[src/rtl/hls_bridge_pkg.sv]
// Shared definitions for the CPU-to-HLS multi-channel bridge.
//
// Contents:
//   clog2        - ceiling log2, usable in parameter/port declarations
//   cmd_width    - width of one packed command word
//   cmd_off_*    - bit offsets of the fields inside a packed command word
//                  {last,size,uncached,write,mask,data,address}, address in LSBs
//   rsp_width    - width of one packed response beat {last,data}
//   rsp_off_last - bit offset of the last flag inside a response beat
package hls_bridge_pkg;

  localparam int MASK_W     = 4;
  localparam int SIZE_W     = 3;
  // last + size + uncached + write + mask
  localparam int CMD_CTRL_W = 1 + SIZE_W + 1 + 1 + MASK_W;

  function automatic int clog2(input int value);
    int r;
    for (r = 0; (1 << r) < value; r++) begin
    end
    return r;
  endfunction

  function automatic int cmd_width(input int aw, input int dw);
    return aw + dw + CMD_CTRL_W;
  endfunction

  function automatic int cmd_off_data(input int aw);
    return aw;
  endfunction

  function automatic int cmd_off_mask(input int aw, input int dw);
    return aw + dw;
  endfunction

  function automatic int cmd_off_write(input int aw, input int dw);
    return aw + dw + MASK_W;
  endfunction

  function automatic int cmd_off_uncached(input int aw, input int dw);
    return aw + dw + MASK_W + 1;
  endfunction

  function automatic int cmd_off_size(input int aw, input int dw);
    return aw + dw + MASK_W + 2;
  endfunction

  function automatic int cmd_off_last(input int aw, input int dw);
    return aw + dw + MASK_W + 2 + SIZE_W;
  endfunction

  function automatic int rsp_width(input int dw);
    return dw + 1;
  endfunction

  function automatic int rsp_off_last(input int dw);
    return dw;
  endfunction

endpackage

[src/rtl/hls_tag_fifo.sv]
// Outstanding-read tag FIFO: remembers which channel each accepted read went
// to, so responses can be collected strictly in command order.
//
// Ports:
//   clk, rst   - clock, asynchronous active-high reset (empties the FIFO)
//   push       - write push_data (ignored when full)
//   push_data  - channel index of the accepted read
//   pop        - retire the head entry (ignored when empty)
//   head       - current head entry, combinational from storage
//   full/empty - occupancy flags
// Push and pop in the same cycle are both honoured.
module hls_tag_fifo
  import hls_bridge_pkg::*;
#(
  parameter int WIDTH = 2,
  parameter int DEPTH = 4
) (
  input  logic             clk,
  input  logic             rst,
  input  logic             push,
  input  logic [WIDTH-1:0] push_data,
  input  logic             pop,
  output logic [WIDTH-1:0] head,
  output logic             full,
  output logic             empty
);

  localparam int PTR_W = (clog2(DEPTH) > 0) ? clog2(DEPTH) : 1;
  localparam int CNT_W = clog2(DEPTH) + 1;

  // Head must be visible in the same cycle to steer the response pop, so the
  // storage is read asynchronously; at this depth it maps to registers.
  logic [WIDTH-1:0] mem [DEPTH];
  logic [PTR_W-1:0] wr_ptr_reg;
  logic [PTR_W-1:0] rd_ptr_reg;
  logic [CNT_W-1:0] count_reg;
  logic             push_ok;
  logic             pop_ok;

  assign full    = (count_reg == CNT_W'(DEPTH));
  assign empty   = (count_reg == '0);
  assign push_ok = push & ~full;
  assign pop_ok  = pop & ~empty;
  assign head    = mem[rd_ptr_reg];

  function automatic logic [PTR_W-1:0] next_ptr(input logic [PTR_W-1:0] p);
    return (p == PTR_W'(DEPTH - 1)) ? '0 : p + 1'b1;
  endfunction

  always_ff @(posedge clk) begin
    if (push_ok) begin
      mem[wr_ptr_reg] <= push_data;
    end
  end

  always_ff @(posedge clk or posedge rst) begin
    if (rst) begin
      wr_ptr_reg <= '0;
      rd_ptr_reg <= '0;
      count_reg  <= '0;
    end else begin
      if (push_ok) begin
        wr_ptr_reg <= next_ptr(wr_ptr_reg);
      end
      if (pop_ok) begin
        rd_ptr_reg <= next_ptr(rd_ptr_reg);
      end
      case ({push_ok, pop_ok})
        2'b10:   count_reg <= count_reg + 1'b1;
        2'b01:   count_reg <= count_reg - 1'b1;
        default: count_reg <= count_reg;
      endcase
    end
  end

endmodule

[src/rtl/hls_bridge_mux.sv]
// CPU data-bus to NUM_CH HLS kernels bridge.
//
// Commands are steered combinationally to the kernel selected by
// address[CH_SEL_LSB +: CH_W]; read responses are collected in command order
// via an outstanding-tag FIFO and registered onto the bus (1-cycle latency).
//
// Ports:
//   clk, rst                    - clock, asynchronous active-high reset
//   io_bus_cmd_valid/ready      - bus command handshake
//   io_bus_cmd_payload_*        - address, data, mask, write, uncached, size, last
//   io_bus_rsp_valid            - response beat strobe (no backpressure)
//   io_bus_rsp_payload_data/last- response beat
//   ch_cmd_din                  - packed command, same payload on every channel
//   ch_cmd_full_n/ch_cmd_write  - per-channel command FIFO not-full / one-hot push
//   ch_rsp_dout                 - packed {last,data} per channel
//   ch_rsp_empty_n/ch_rsp_read  - per-channel response FIFO not-empty / one-hot pop
//   busy                        - reads outstanding or a response beat pending
module hls_bridge_mux
  import hls_bridge_pkg::*;
#(
  parameter int DATA_WIDTH      = 32,
  parameter int DATA_ADDR_WIDTH = 32,
  parameter int NUM_CH          = 4,
  parameter int CH_SEL_LSB      = 24,
  parameter int MAX_OUTSTANDING = 4,
  parameter int STRIP_MSB       = 1
) (
  input  logic                        clk,
  input  logic                        rst,
  input  logic                        io_bus_cmd_valid,
  output logic                        io_bus_cmd_ready,
  input  logic [DATA_ADDR_WIDTH-1:0]  io_bus_cmd_payload_address,
  input  logic [DATA_WIDTH-1:0]       io_bus_cmd_payload_data,
  input  logic [3:0]                  io_bus_cmd_payload_mask,
  input  logic                        io_bus_cmd_payload_write,
  input  logic                        io_bus_cmd_payload_uncached,
  input  logic [2:0]                  io_bus_cmd_payload_size,
  input  logic                        io_bus_cmd_payload_last,
  output logic                        io_bus_rsp_valid,
  output logic [DATA_WIDTH-1:0]       io_bus_rsp_payload_data,
  output logic                        io_bus_rsp_payload_last,
  output logic [NUM_CH*cmd_width(DATA_ADDR_WIDTH, DATA_WIDTH)-1:0] ch_cmd_din,
  input  logic [NUM_CH-1:0]           ch_cmd_full_n,
  output logic [NUM_CH-1:0]           ch_cmd_write,
  input  logic [NUM_CH*(DATA_WIDTH+1)-1:0] ch_rsp_dout,
  input  logic [NUM_CH-1:0]           ch_rsp_empty_n,
  output logic [NUM_CH-1:0]           ch_rsp_read,
  output logic                        busy
);

  localparam int CH_W  = clog2(NUM_CH);
  localparam int CMD_W = cmd_width(DATA_ADDR_WIDTH, DATA_WIDTH);
  localparam int RSP_W = rsp_width(DATA_WIDTH);

  logic [CH_W-1:0]            sel;
  logic [DATA_ADDR_WIDTH-1:0] fwd_address;
  logic [CMD_W-1:0]           cmd_word;
  logic                       cmd_fire;

  logic                       tag_push;
  logic                       tag_pop;
  logic [CH_W-1:0]            tag_head;
  logic                       tag_full;
  logic                       tag_empty;

  logic [RSP_W-1:0]           rsp_beat [NUM_CH];
  logic [RSP_W-1:0]           head_beat;
  logic                       rsp_fire;

  logic                       rsp_valid_reg;
  logic [DATA_WIDTH-1:0]      rsp_data_reg;
  logic                       rsp_last_reg;

  // ---------------------------------------------------------------- command
  assign sel = io_bus_cmd_payload_address[CH_SEL_LSB +: CH_W];

  always_comb begin
    fwd_address = io_bus_cmd_payload_address;
    if (STRIP_MSB != 0) begin
      fwd_address[DATA_ADDR_WIDTH-1] = 1'b0;
    end
  end

  assign cmd_word = {io_bus_cmd_payload_last,
                     io_bus_cmd_payload_size,
                     io_bus_cmd_payload_uncached,
                     io_bus_cmd_payload_write,
                     io_bus_cmd_payload_mask,
                     io_bus_cmd_payload_data,
                     fwd_address};

  // Reads also need a free tag slot; writes only need the kernel's FIFO.
  assign io_bus_cmd_ready = ~rst & ch_cmd_full_n[sel]
                          & (io_bus_cmd_payload_write | ~tag_full);
  assign cmd_fire         = io_bus_cmd_valid & io_bus_cmd_ready;
  assign tag_push         = cmd_fire & ~io_bus_cmd_payload_write;

  // --------------------------------------------------------------- tag FIFO
  hls_tag_fifo #(
    .WIDTH (CH_W),
    .DEPTH (MAX_OUTSTANDING)
  ) u_tag_fifo (
    .clk       (clk),
    .rst       (rst),
    .push      (tag_push),
    .push_data (sel),
    .pop       (tag_pop),
    .head      (tag_head),
    .full      (tag_full),
    .empty     (tag_empty)
  );

  // ------------------------------------------------------ per-channel fanout
  generate
    for (genvar gi = 0; gi < NUM_CH; gi++) begin : g_ch
      assign ch_cmd_din[gi*CMD_W +: CMD_W] = cmd_word;
      assign ch_cmd_write[gi] = cmd_fire & (sel == CH_W'(gi));
      assign rsp_beat[gi]     = ch_rsp_dout[gi*RSP_W +: RSP_W];
      // Only the channel owning the oldest outstanding read is ever popped.
      assign ch_rsp_read[gi]  = rsp_fire & (tag_head == CH_W'(gi));
    end
  endgenerate

  // --------------------------------------------------------------- response
  assign head_beat = rsp_beat[tag_head];
  assign rsp_fire  = ~rst & ~tag_empty & ch_rsp_empty_n[tag_head];
  // A multi-beat refill keeps its tag until the beat flagged last.
  assign tag_pop   = rsp_fire & head_beat[rsp_off_last(DATA_WIDTH)];

  always_ff @(posedge clk or posedge rst) begin
    if (rst) begin
      rsp_valid_reg <= 1'b0;
      rsp_data_reg  <= '0;
      rsp_last_reg  <= 1'b0;
    end else begin
      rsp_valid_reg <= rsp_fire;
      rsp_last_reg  <= rsp_fire & head_beat[rsp_off_last(DATA_WIDTH)];
      if (rsp_fire) begin
        rsp_data_reg <= head_beat[DATA_WIDTH-1:0];
      end
    end
  end

  assign io_bus_rsp_valid        = rsp_valid_reg;
  assign io_bus_rsp_payload_data = rsp_data_reg;
  assign io_bus_rsp_payload_last = rsp_last_reg;
  assign busy                    = ~tag_empty | rsp_valid_reg;

endmodule

[config.mk]
export PLATFORM = sky130hd
export DESIGN_NAME = hls_bridge_mux
export DESIGN_NICKNAME = d
export VERILOG_FILES = /design/src/rtl/hls_bridge_pkg.sv /design/src/rtl/hls_tag_fifo.sv /design/src/rtl/hls_bridge_mux.sv
export SDC_FILE = /design/constraint.sdc
export NUM_CORES = 1
export LEC_CHECK = 0
export CAP_MARGIN = 20
export CELL_PAD_IN_SITES_DETAIL_PLACEMENT = 1
export CELL_PAD_IN_SITES_GLOBAL_PLACEMENT = 1
export CORE_AREA = 4 4 217 219
export CTS_CLUSTER_SIZE = 25
export DETAILED_ROUTE_END_ITERATION = 8
export DIE_AREA = 0 0 221 223
export PLACE_DENSITY = 0.64
export SYNTH_ARGS = -nofsm -noshare
export SYNTH_HDL_FRONTEND = slang
export SYNTH_SLANG_ARGS = --single-unit
export TNS_END_PERCENT = 50
[constraint.sdc]
create_clock -name clk -period 9.4 [get_ports clk]
set_input_delay 1.88 -clock clk [delete_from_list [all_inputs] [get_ports clk]]
set_output_delay 1.88 -clock clk [all_outputs]
set_load 0.005 [all_outputs]
---- Word level (Yosys, flattened, before mapping) ----
Memory sizes are Yosys's and may differ from the RTL's.
Index checks and enable logic that the tools add are counted.
storage, ports and cells
  flip-flop bits (word level) ............. 41
  memory bits (writable) .................. 8
  input bits .............................. 217
  output and inout port bits .............. 340
  word-level logic and storage cells ...... 65
  memories ................................ 1
memory list
  name            depth  width  read ports  clocked after memory_dff  write ports  RTL line            source
  u_tag_fifo.mem  4      2      1           0                         1            hls_tag_fifo.sv:33  logic [WIDTH-1:0] mem [DEPTH];
operators by class
  add/subtract/negate cells ............... 4
  magnitude comparators ................... 3
  eq/ne operators ......................... 11
  muxes and demuxes ....................... 12
  bitwise operators ....................... 24
  reductions and logical operators ........ 4
operator list
  operator                                                    count
  binary-select mux 33 bit (select 2 bit)                     1
  two-way mux 33 bit                                          2
  AND 1 bit                                                   17
  == test 2 bit, second input constant                        7
  == test 2 x 1 -> 1 bit, second input constant               3
  less-than comparator 2 x 3 -> 1 bit, second input constant  2
  case mux 3 bit (2 select lines)                             1
  adder 2 x 1 -> 2 bit, second input constant                 2
  binary-select mux 1 bit (select 2 bit)                      2
  zero test 2 bit                                             2
  two-way mux 1 bit                                           4
  two-way mux 2 bit                                           2
  NOT 1 bit                                                   4
  adder 3 x 1 -> 3 bit, second input constant                 1
  == test 3 bit, second input constant                        1
  >= comparator 3 bit, second input constant                  1
  zero test 3 bit                                             1
  NOT 2 -> 3 bit                                              1
  subtractor 3 x 1 -> 3 bit, second input constant            1
  bitwise OR 1 bit                                            2
  nonzero test 2 bit                                          1

---- Longest topological paths before layout ----
  depth after elaboration ................. 9
  mapped depth ............................ 12

---- By module ----
From an unflattened synthesis, not the netlist that was laid out.
second synthesis, totals
  cell total of the unflattened synthesis .. 483
  area total of the unflattened synthesis .. 5393.9 um^2
modules (own cells, without submodules)
  module          times used  cells an instance  area an instance (um^2)  sequential area each (um^2)
  hls_bridge_mux  1           432                4618.2                   850.8
  hls_tag_fifo    1           51                 775.7                    415.4

---- Worst setup path after synthesis ----
Ideal clock, no wire load.
  kind .................................... input to output
  start ................................... input rst
  end ..................................... output ch_cmd_write[0]
  arrival time ............................ 3.433 ns
  data required time ...................... 7.520 ns
  path slack .............................. 4.087 ns
  stages on the path ...................... 5
  cell sequence ........................... inv_1 -> nand2_1 -> a21oi_1 -> nand2_1 -> nor3_1
between the ends
  longest elaborated chain between the ends .. 5
RTL lines
  item                        RTL line               source
  from (decl)                 hls_bridge_mux.sv:29   input logic rst,
  NOT 1 bit                   hls_bridge_mux.sv:93   assign io_bus_cmd_ready = ~rst & ch_cmd_full_n[sel]
  AND 1 bit                   hls_bridge_mux.sv:93
  AND 1 bit                   hls_bridge_mux.sv:94   & (io_bus_cmd_payload_write | ~tag_full);
  named net io_bus_cmd_ready  hls_bridge_mux.sv:31   output logic io_bus_cmd_ready,
  AND 1 bit                   hls_bridge_mux.sv:95   assign cmd_fire = io_bus_cmd_valid & io_bus_cmd_ready;
  AND 1 bit                   hls_bridge_mux.sv:117  assign ch_cmd_write[gi] = cmd_fire & (sel == CH_W'(gi));
  to (decl)                   hls_bridge_mux.sv:44   output logic [NUM_CH-1:0] ch_cmd_write,
The timed path passes the listed nets, and every way through them passes these cells.

---- Worst setup path after layout ----
  start ................................... input rst
  end ..................................... output ch_cmd_write[2]
between the ends
  longest elaborated chain between the ends .. 5
RTL lines
  item       RTL line
  NOT 1 bit  hls_bridge_mux.sv:93
  AND 1 bit  hls_bridge_mux.sv:93
  AND 1 bit  hls_bridge_mux.sv:94
  AND 1 bit  hls_bridge_mux.sv:95
  AND 1 bit  hls_bridge_mux.sv:117
No other way between the ends.

==> impl_metrics.env <==
export IMPL_layout_nets=624
export IMPL_period_share_pct=64.2
export IMPL_cts_made_buffers=5
export IMPL_fin_crit_ns=6.03
export IMPL_syn2layout_area_growth_pct=12.4
export IMPL_fp_dieH_um=223
export IMPL_setup_viol=0
export IMPL_drc=0
export IMPL_postCtsSetupBuffers=0
export IMPL_synth_area_um2=5200
export IMPL_die_w_um=221
export IMPL_worstPathMaxFanout=42
export IMPL_whs_path_depth=1
export IMPL_htreeDepth=2
export IMPL_reg2reg_depth=12
export IMPL_num_vias=2814
export IMPL_setup_tns_ns=0
export IMPL_max_cap_viol_count=0
export IMPL_ys_flop_type="dfrtp_1"
export IMPL_initial_core_util_pct=11.5
export IMPL_post_drt_wl_per_cell_um=15.1
export IMPL_synthCells=492
export IMPL_p_per_area_nw_per_um2=221
export IMPL_ctsHoldBuffers=0
export IMPL_first_global_vias=3157
export IMPL_hp_start="io_bus_rsp_payload_data[25]$_DFFE_PP0P_"
export IMPL_dieArea_um2=49300
export IMPL_critical_path_class="in2out"
export IMPL_diodes=0
export IMPL_layout_drive_gt1_share_pct=21.2
export IMPL_first_pass_iters=4
export IMPL_worst_slack_ns=3.37
export IMPL_coreArea_um2=45100
export IMPL_io_buffers=201
export IMPL_leakage_nw=2.02
export IMPL_nFillCells=5218
export IMPL_cts_tree="yes"
export IMPL_largest_reg_flops=32
export IMPL_arrival_ns=4.15
export IMPL_synth_top_area_share_pct=43.2
export IMPL_first_iter_violations=86
export IMPL_finClkSkew_ns=0.00389
export IMPL_io_pin_count=557
export IMPL_drtAntennaViolNets=0
export IMPL_regToRegSetupSlack_ns=5.57
export IMPL_pre_cts_ws_ns=3.33
export IMPL_grt_pass1_wl_um=22100
export IMPL_synth_top_area_cell="buf_4"
export IMPL_r2r_end="u_tag_fifo.count_reg[2]$_DFFE_PP0P_"
export IMPL_post_dp_hpwl_um=12700
export IMPL_synth_most_common_cell="buf_4"
export IMPL_ys_seq_elements=49
export IMPL_num_rows=78
export IMPL_grtUsageTotal_pct=5.87
export IMPL_worstSetupStartpointType="input port"
export IMPL_synth_avg_cell_area_um2=10.6
export IMPL_outcome="completed"
export IMPL_grt_max_degree=43
export IMPL_gp_congestion=0.900
export IMPL_min_to="io_bus_rsp_payload_data[25]$_DFFE_PP0P_"
export IMPL_clk_pin_slew_worst_paths_ns=0.06
export IMPL_cp_end_kind="output port"
export IMPL_clock_latency_ns=0.29
export IMPL_worst_pin_slew_ns=0.742
export IMPL_rsz0062_at_grt="no"
export IMPL_clock_fmax_mhz=166
export IMPL_grt_overflow_total=0
export IMPL_viasPerCell=2.81
export IMPL_cts_root_buf="clkbuf_16"
export IMPL_cts_sinks=49
export IMPL_peakVddDrop_v=0.0000979
export IMPL_yosysSeqAreaShare_pct=24.4
export IMPL_cts_resized=0
export IMPL_slew_violations=0
export IMPL_synth_edf_count=8
export IMPL_worstPathRequired_ns=7.52
export IMPL_r2r_start="u_tag_fifo.rd_ptr_reg[0]$_DFFE_PP0P_"
export IMPL_synth_cell_type_count=31
export IMPL_clockBufferDepth=2
export IMPL_yosys_warnings=0
export IMPL_totalWireLength_um=15100
export IMPL_worst_hold_path_type="reg2reg"
export IMPL_async_flop_share_pct=83.7
export IMPL_synthTopCellsByCount="299 x buf_4, 41 x dfrtp_1, 35 x mux4_2"
export IMPL_yosys_top_cells_area="buf_4 43%, dfrtp_1 20%, mux4_2 15%"
export IMPL_hold_violations=0
export IMPL_antenna_found_initial=0
export IMPL_max_slew_margin_pct=50.5
[power by group]
group / internal (W) / switching (W)
sequential: 0.000309 / 0.0000555
combinational: 0.000461 / 0.000289
clock: 0.0000990 / 0.0000791
total: 0.000870 / 0.000423
[logic make-up (layout without fill, tap and decap cells)]
| group | Yosys count | in the layout | synth area share (%) |
|---|---|---|---|
| buffers and inverters | 317 | 223 | 45.0 |
| multiplexers | 76 | 76 | 23.9 |
| flip-flops | 49 | 49 | 24.4 |
| AND/OR/NAND/NOR | 32 | 32 | 3.03 |
| adder cells (fa/ha/maj) | 7 | 7 | 1.83 |
| AO/OA/AOI/OAI | 7 | 7 | 1.30 |
| XOR/XNOR | 3 | 3 | 0.506 |
| other | 1 | 4 | 0.0721 |
[through the flow]
step	std cells	total power [W]	util, %	cell area, µm²	hold WS, ns
global placement	992	0.00112	12.6	5700	0.479
floorplan	495	0.000903	-	5210	0.457
finish	1001	0.00129	13.0	5840	0.505
global route	1001	0.00139	13.0	5840	0.516
detailed placement	992	0.00114	12.6	5700	0.495
CTS	1000	0.00133	12.9	5840	0.505
[how the worst max path moves through the flow]
stage               cells past startpoint  from  slack [ns]         endpoint
global placement                        8   rst        3.31  ch_cmd_write[2]
finish                                  8   rst        3.37  ch_cmd_write[2]
CTS                                     8   rst        3.30  ch_cmd_write[2]
global route                            8   rst        3.13  ch_cmd_write[0]
floorplan                               5   rst        4.09  ch_cmd_write[0]
detailed placement                      8   rst        3.33  ch_cmd_write[2]
[layout by cell type, fill, tap and decap left out]
| master | synthesis | layout |
|---|---|---|
| xnor2_1 | 1 | 1 |
| clkbuf_16 | 0 | 5 |
| nand3_1 | 1 | 1 |
| clkbuf_1 | 3 | 2 |
| inv_1 | 9 | 8 |
| mux2i_1 | 5 | 5 |
| mux4_2 | 35 | 35 |
| inv_2 | 0 | 1 |
| o21ai_0 | 3 | 3 |
| o211a_4 | 1 | 1 |
| nor4b_1 | 1 | 1 |
| and3_1 | 1 | 1 |
| nand2_1 | 10 | 10 |
| or3_4 | 1 | 1 |
| nor2_1 | 9 | 9 |
| mux2_1 | 2 | 2 |
| o211a_1 | 1 | 1 |
| o22ai_4 | 1 | 1 |
| mux2_2 | 34 | 34 |
| fa_1 | 1 | 1 |
| conb_1 | 1 | 4 |
| or3b_2 | 1 | 1 |
| clkbuf_2 | 0 | 1 |
| ha_1 | 6 | 6 |
| clkdlybuf4s50_1 | 0 | 201 |
| buf_4 | 299 | 4 |
| and2_1 | 4 | 4 |
| a21oi_1 | 1 | 1 |
| dfrtp_1 | 41 | 41 |
| xor2_1 | 2 | 2 |
| nand2b_1 | 1 | 1 |
| clkinvlp_4 | 0 | 1 |
| nor3_1 | 3 | 3 |
| edfxtp_1 | 8 | 8 |
[critical path, cell delays in order]
cell and delay, ns:
clkdlybuf4s50_1 0.48, inv_2 0.07, buf_4 0.48, nand2_1 0.15, a21oi_1 0.26, nand2_1 0.11, nor3_1 0.17, clkdlybuf4s50_1 0.54
[final cells by class]
class                      instances  area, µm²  share of cell area, %
timing repair buffer             206       2050                   35.0
multi-input combinational        129       1610                   27.5
sequential                        49       1270                   21.7
tap                              600        751                   12.8
clock buffer                       7        133                   2.27
inverter                           9       33.8                  0.578
clock inverter                     1       7.51                  0.128
[routing by layer]
metal | routed length (µm) | global-route usage, % | vias up
li1 | - | - | 1153
met3 | 2150 | 3.43 | 82
met2 | 7420 | 10.1 | 313
met4 | 866 | 3.83 | 0
met1 | 4700 | 5.24 | 1266
met5 | 0 | 0 | -
Power figures use the tool's default switching activity.
==> RTL edit 1, RTL diff (same flow settings) <==
The parameter `NUM_CH` goes from 4 to 2.
--- a/src/rtl/hls_bridge_mux.sv
+++ b/src/rtl/hls_bridge_mux.sv
@@ -20,7 +20,7 @@
 #(
   parameter int DATA_WIDTH      = 32,
   parameter int DATA_ADDR_WIDTH = 32,
-  parameter int NUM_CH          = 4,
+  parameter int NUM_CH          = 2,
   parameter int CH_SEL_LSB      = 24,
   parameter int MAX_OUTSTANDING = 4,
   parameter int STRIP_MSB       = 1
Interface: changed (6 resized); port bits go from 557 to 335. The function was not compared with the original's and may differ.
==> RTL edit 1 against the original RTL <==
  * Sequential cell count is 4 lower
  * Wire length is 41% lower
  * Largest cell class unchanged
  * Non-clock buffer count is 84 lower
  * Die area stayed put
  * Cell area is 22% lower
  * Total power is 15% lower
  * Global-route usage is 2.3 points lower
  * Worst setup slack better by 0.24 ns
  * Core utilization is 2.9 points lower
  * Synthesized area is 32% lower
==> RTL edit 1: results <==
set metrics [dict create \
    num-clock-buffers 6 \
    ys_seq_area_frac 0.322 \
    p_leak_nw 1.64 \
    ys_seq_elements 45 \
    critPathCapture "ch_cmd_write[1]" \
    n_fill_cell 5264 \
    wl_met3_mm 1.02 \
    port_buffers 118 \
    cpPeakStageDelay_ns 0.74 \
    grt_pass1_vias 2059 \
    grt_max_degree 42 \
    use_met2 0.0469 \
    grt.total_usage 0.0355 \
    grt_pass1_wl_mm 13.1 \
    multi_input_area_share 0.268 \
    grtUsageMet3 0.0251 \
    crit_path_top_delay_cell "clkdlybuf4s50_1" \
    gp_congestion 0.672 \
    grt_use_met1 0.0419 \
    wl_met2_mm 3.52 \
    synth.distinct_cells 32 \
    status "finished, final reports clean" \
    cp.arrival_ns 3.91 \
    signal_buffers 122 \
    yosys-top-cells-area "buf_4 31%, dfrtp_1 29%, mux2_4 12%" \
    synth-compound-area-share 0.0134 \
    clock_area_frac 0.0369 \
    p_int_mw 0.763 \
    rrSetupSlack_ns 6.36 \
    reg2reg_depth 10 \
    tightest_slew_ns 0.665 \
    multi_input_gates 110 \
    synthXorXnorAreaFrac 0.00738 \
    hold_end "io_bus_rsp_payload_data[9]" \
    totalWireLength_mm 8.87 \
    dr.pass1.iters 3 \
    startpoint "io_bus_cmd_payload_address[24]" \
    drive_above_1_share 0.283 \
    synthMuxAreaShare 0.258 \
    nNetsFinal 446 \
    hold_path.startpoint "io_bus_rsp_payload_data[9]" \
    path_max_fanout 9 \
    fin_skew_ns 0.00555 \
    synth_edf_count 4 \
    seqAreaFraction 0.252 \
    synthAdderAreaFrac 0.0267 \
    min_path_cells 1 \
    synth_common_cells "148 x buf_4, 41 x dfrtp_1, 37 x mux2_2" \
    drt_iter0_markers 65 \
    async_reset_ff_frac 0.911 \
    via_count 1902 \
    n_all_inverters 8 \
    yosysTopAreaCellShare 0.312 \
]
-- RTL edit 1: metrics by stage --
stage                     hold slack (ns)  instances  setup WS [ns]  utilization  cell area, um2
after floorplan                     0.484        318           4.93            -            3560
after global placement              0.492        883           3.51       0.0963            4340
after detailed placement            0.492        883           3.53       0.0963            4340
after CTS                           0.514        891           3.52        0.100            4510
after global routing                0.521        893           3.35        0.101            4550
final                               0.510        893           3.61        0.101            4550
-- RTL edit 1: power groups by stage --
| stage | Sequential, mW | Combinational, mW | Clock (mW) |
|---|---|---|---|
| 2_1_floorplan | 0.343 | 0.345 | 0 |
| 3_3_place_gp | 0.339 | 0.546 | 0 |
| 3_5_place_dp | 0.344 | 0.553 | 0 |
| 4_1_cts | 0.342 | 0.557 | 0.227 |
| 5_1_grt | 0.354 | 0.587 | 0.234 |
| 6_report | 0.341 | 0.544 | 0.209 |
==> RTL edit 2, RTL diff (same settings) <==
Made on the original files. Reset style: synchronous (`rst`), changed in 2 clocked blocks. Comments in the files are not updated.
--- a/src/rtl/hls_tag_fifo.sv
+++ b/src/rtl/hls_tag_fifo.sv
@@ -53,7 +53,7 @@
     end
   end
 
-  always_ff @(posedge clk or posedge rst) begin
+  always_ff @(posedge clk) begin
     if (rst) begin
       wr_ptr_reg <= '0;
       rd_ptr_reg <= '0;
--- a/src/rtl/hls_bridge_mux.sv
+++ b/src/rtl/hls_bridge_mux.sv
@@ -127,7 +127,7 @@
   // A multi-beat refill keeps its tag until the beat flagged last.
   assign tag_pop   = rsp_fire & head_beat[rsp_off_last(DATA_WIDTH)];
 
-  always_ff @(posedge clk or posedge rst) begin
+  always_ff @(posedge clk) begin
     if (rst) begin
       rsp_valid_reg <= 1'b0;
       rsp_data_reg  <= '0;
Formal check against the unedited RTL: differs if rst is asserted again (counterexample within 4 cycles, from zero or initial values and one cycle with rst high); with rst held inactive, the same outputs for 10 cycles.
==> RTL edit 2 against the original RTL <==
  * Sequential cell count up 2
  * Core utilization up 0.16 points
  * Sequential share of layout area down 3.1 points
  * Cell area up 1.3%
  * Worst setup slack worse by 0.10 ns
  * Critical path depth down 1
  * Die area unchanged
  * Synthesized area up 1.9%
  * Wire length up 11%
  * Largest cell class unchanged
Power is not compared: it rests on default switching activity, and its combinational part moved more than twofold at a synthesized area within 25%.
==> RTL edit 2: results <==
set metrics [dict create \
    taps 600 \
    yosys-top-cells-area "buf_4 42%, dfxtp_1 16%, mux2_2 7.2%" \
    min_path_cells 2 \
    gp_congestion 0.743 \
    buffer_area_frac 0.343 \
    grtUsageMet3 0.0405 \
    synthMuxAreaShare 0.157 \
    totalWireLength_mm 16.9 \
    drc 0 \
    via_per_inst 3.04 \
    grt.total_usage 0.0670 \
    dp.cells 1124 \
    grt_pass1_wl_mm 24.9 \
    relSlewSlack 0.359 \
    synth.distinct_cells 33 \
    rrSetupSlack_ns 5.28 \
    wl_met2_mm 7.85 \
    dr.pass1.iters 4 \
    synth-compound-area-share 0.0836 \
    hold_end "io_bus_rsp_payload_data[13]" \
    cpPeakStageDelay_ns 0.73 \
    post_cts_buffers 0 \
    dp_hpwl_mm 13.0 \
    hold_path.startpoint "io_bus_rsp_payload_data[13]" \
    cp.arrival_ns 4.25 \
    wl_met1_mm 6.22 \
    synth_common_cells "296 x buf_4, 70 x nand2_1, 43 x dfxtp_1" \
    grt_pass1_vias 3954 \
    seqAreaFraction 0.186 \
    n_fill_cell 5364 \
    wl_met3_mm 1.97 \
    fin_skew_ns 0.00567 \
    drive_above_1_share 0.0996 \
    cts_sinks 51 \
    nNetsFinal 755 \
    synthCells 639 \
    drt_iter0_markers 88 \
    async_reset_ff_frac 0 \
    wl_per_cell_um 14.9 \
    grt_max_degree 68 \
    dpl_cell_area_um2 5760 \
    grt_use_met1 0.0683 \
    pg_clk_mw 0.218 \
    cts.clk_slew.worst_paths_ns 0.08 \
    signal_buffers 204 \
    post-route-util 0.131 \
    ys_seq_area_frac 0.208 \
    cts_max_path_buffers 2 \
    synthAdderAreaFrac 0.0179 \
    ctsResizeCount 0 \
    multi_input_area_um2 1840 \
    status "finished, final reports clean" \
    hold_slack_ns 0.455 \
    insertion_delay_ns 0.33 \
    use_met2 0.106 \
    path_max_fanout 12 \
    multi_input_gates 260 \
    pre_cts_ws_ns 3.25 \
    clock_area_frac 0.0269 \
    reg2reg_to "u_tag_fifo.count_reg[2]" \
]
-- RTL edit 2: how the worst max path moves through the flow --
stage                                   startpoint               to  slack, ns  cells past startpoint
global placement    io_bus_cmd_payload_address[24]  ch_cmd_write[2]       3.28                      7
global route        io_bus_cmd_payload_address[24]  ch_cmd_write[2]       3.12                      7
finish              io_bus_cmd_payload_address[24]  ch_cmd_write[2]       3.27                      7
detailed placement  io_bus_cmd_payload_address[24]  ch_cmd_write[2]       3.25                      7
CTS                 io_bus_cmd_payload_address[24]  ch_cmd_write[2]       3.24                      7
floorplan                 io_bus_cmd_payload_write  ch_cmd_write[2]       4.55                      5
-- RTL edit 2: tightest hold or removal path, cell delays in order (launching register included) --
cell,delay [ns]
dfxtp_1,0.31
nand2_1,0.05
a21oi_1,0.05
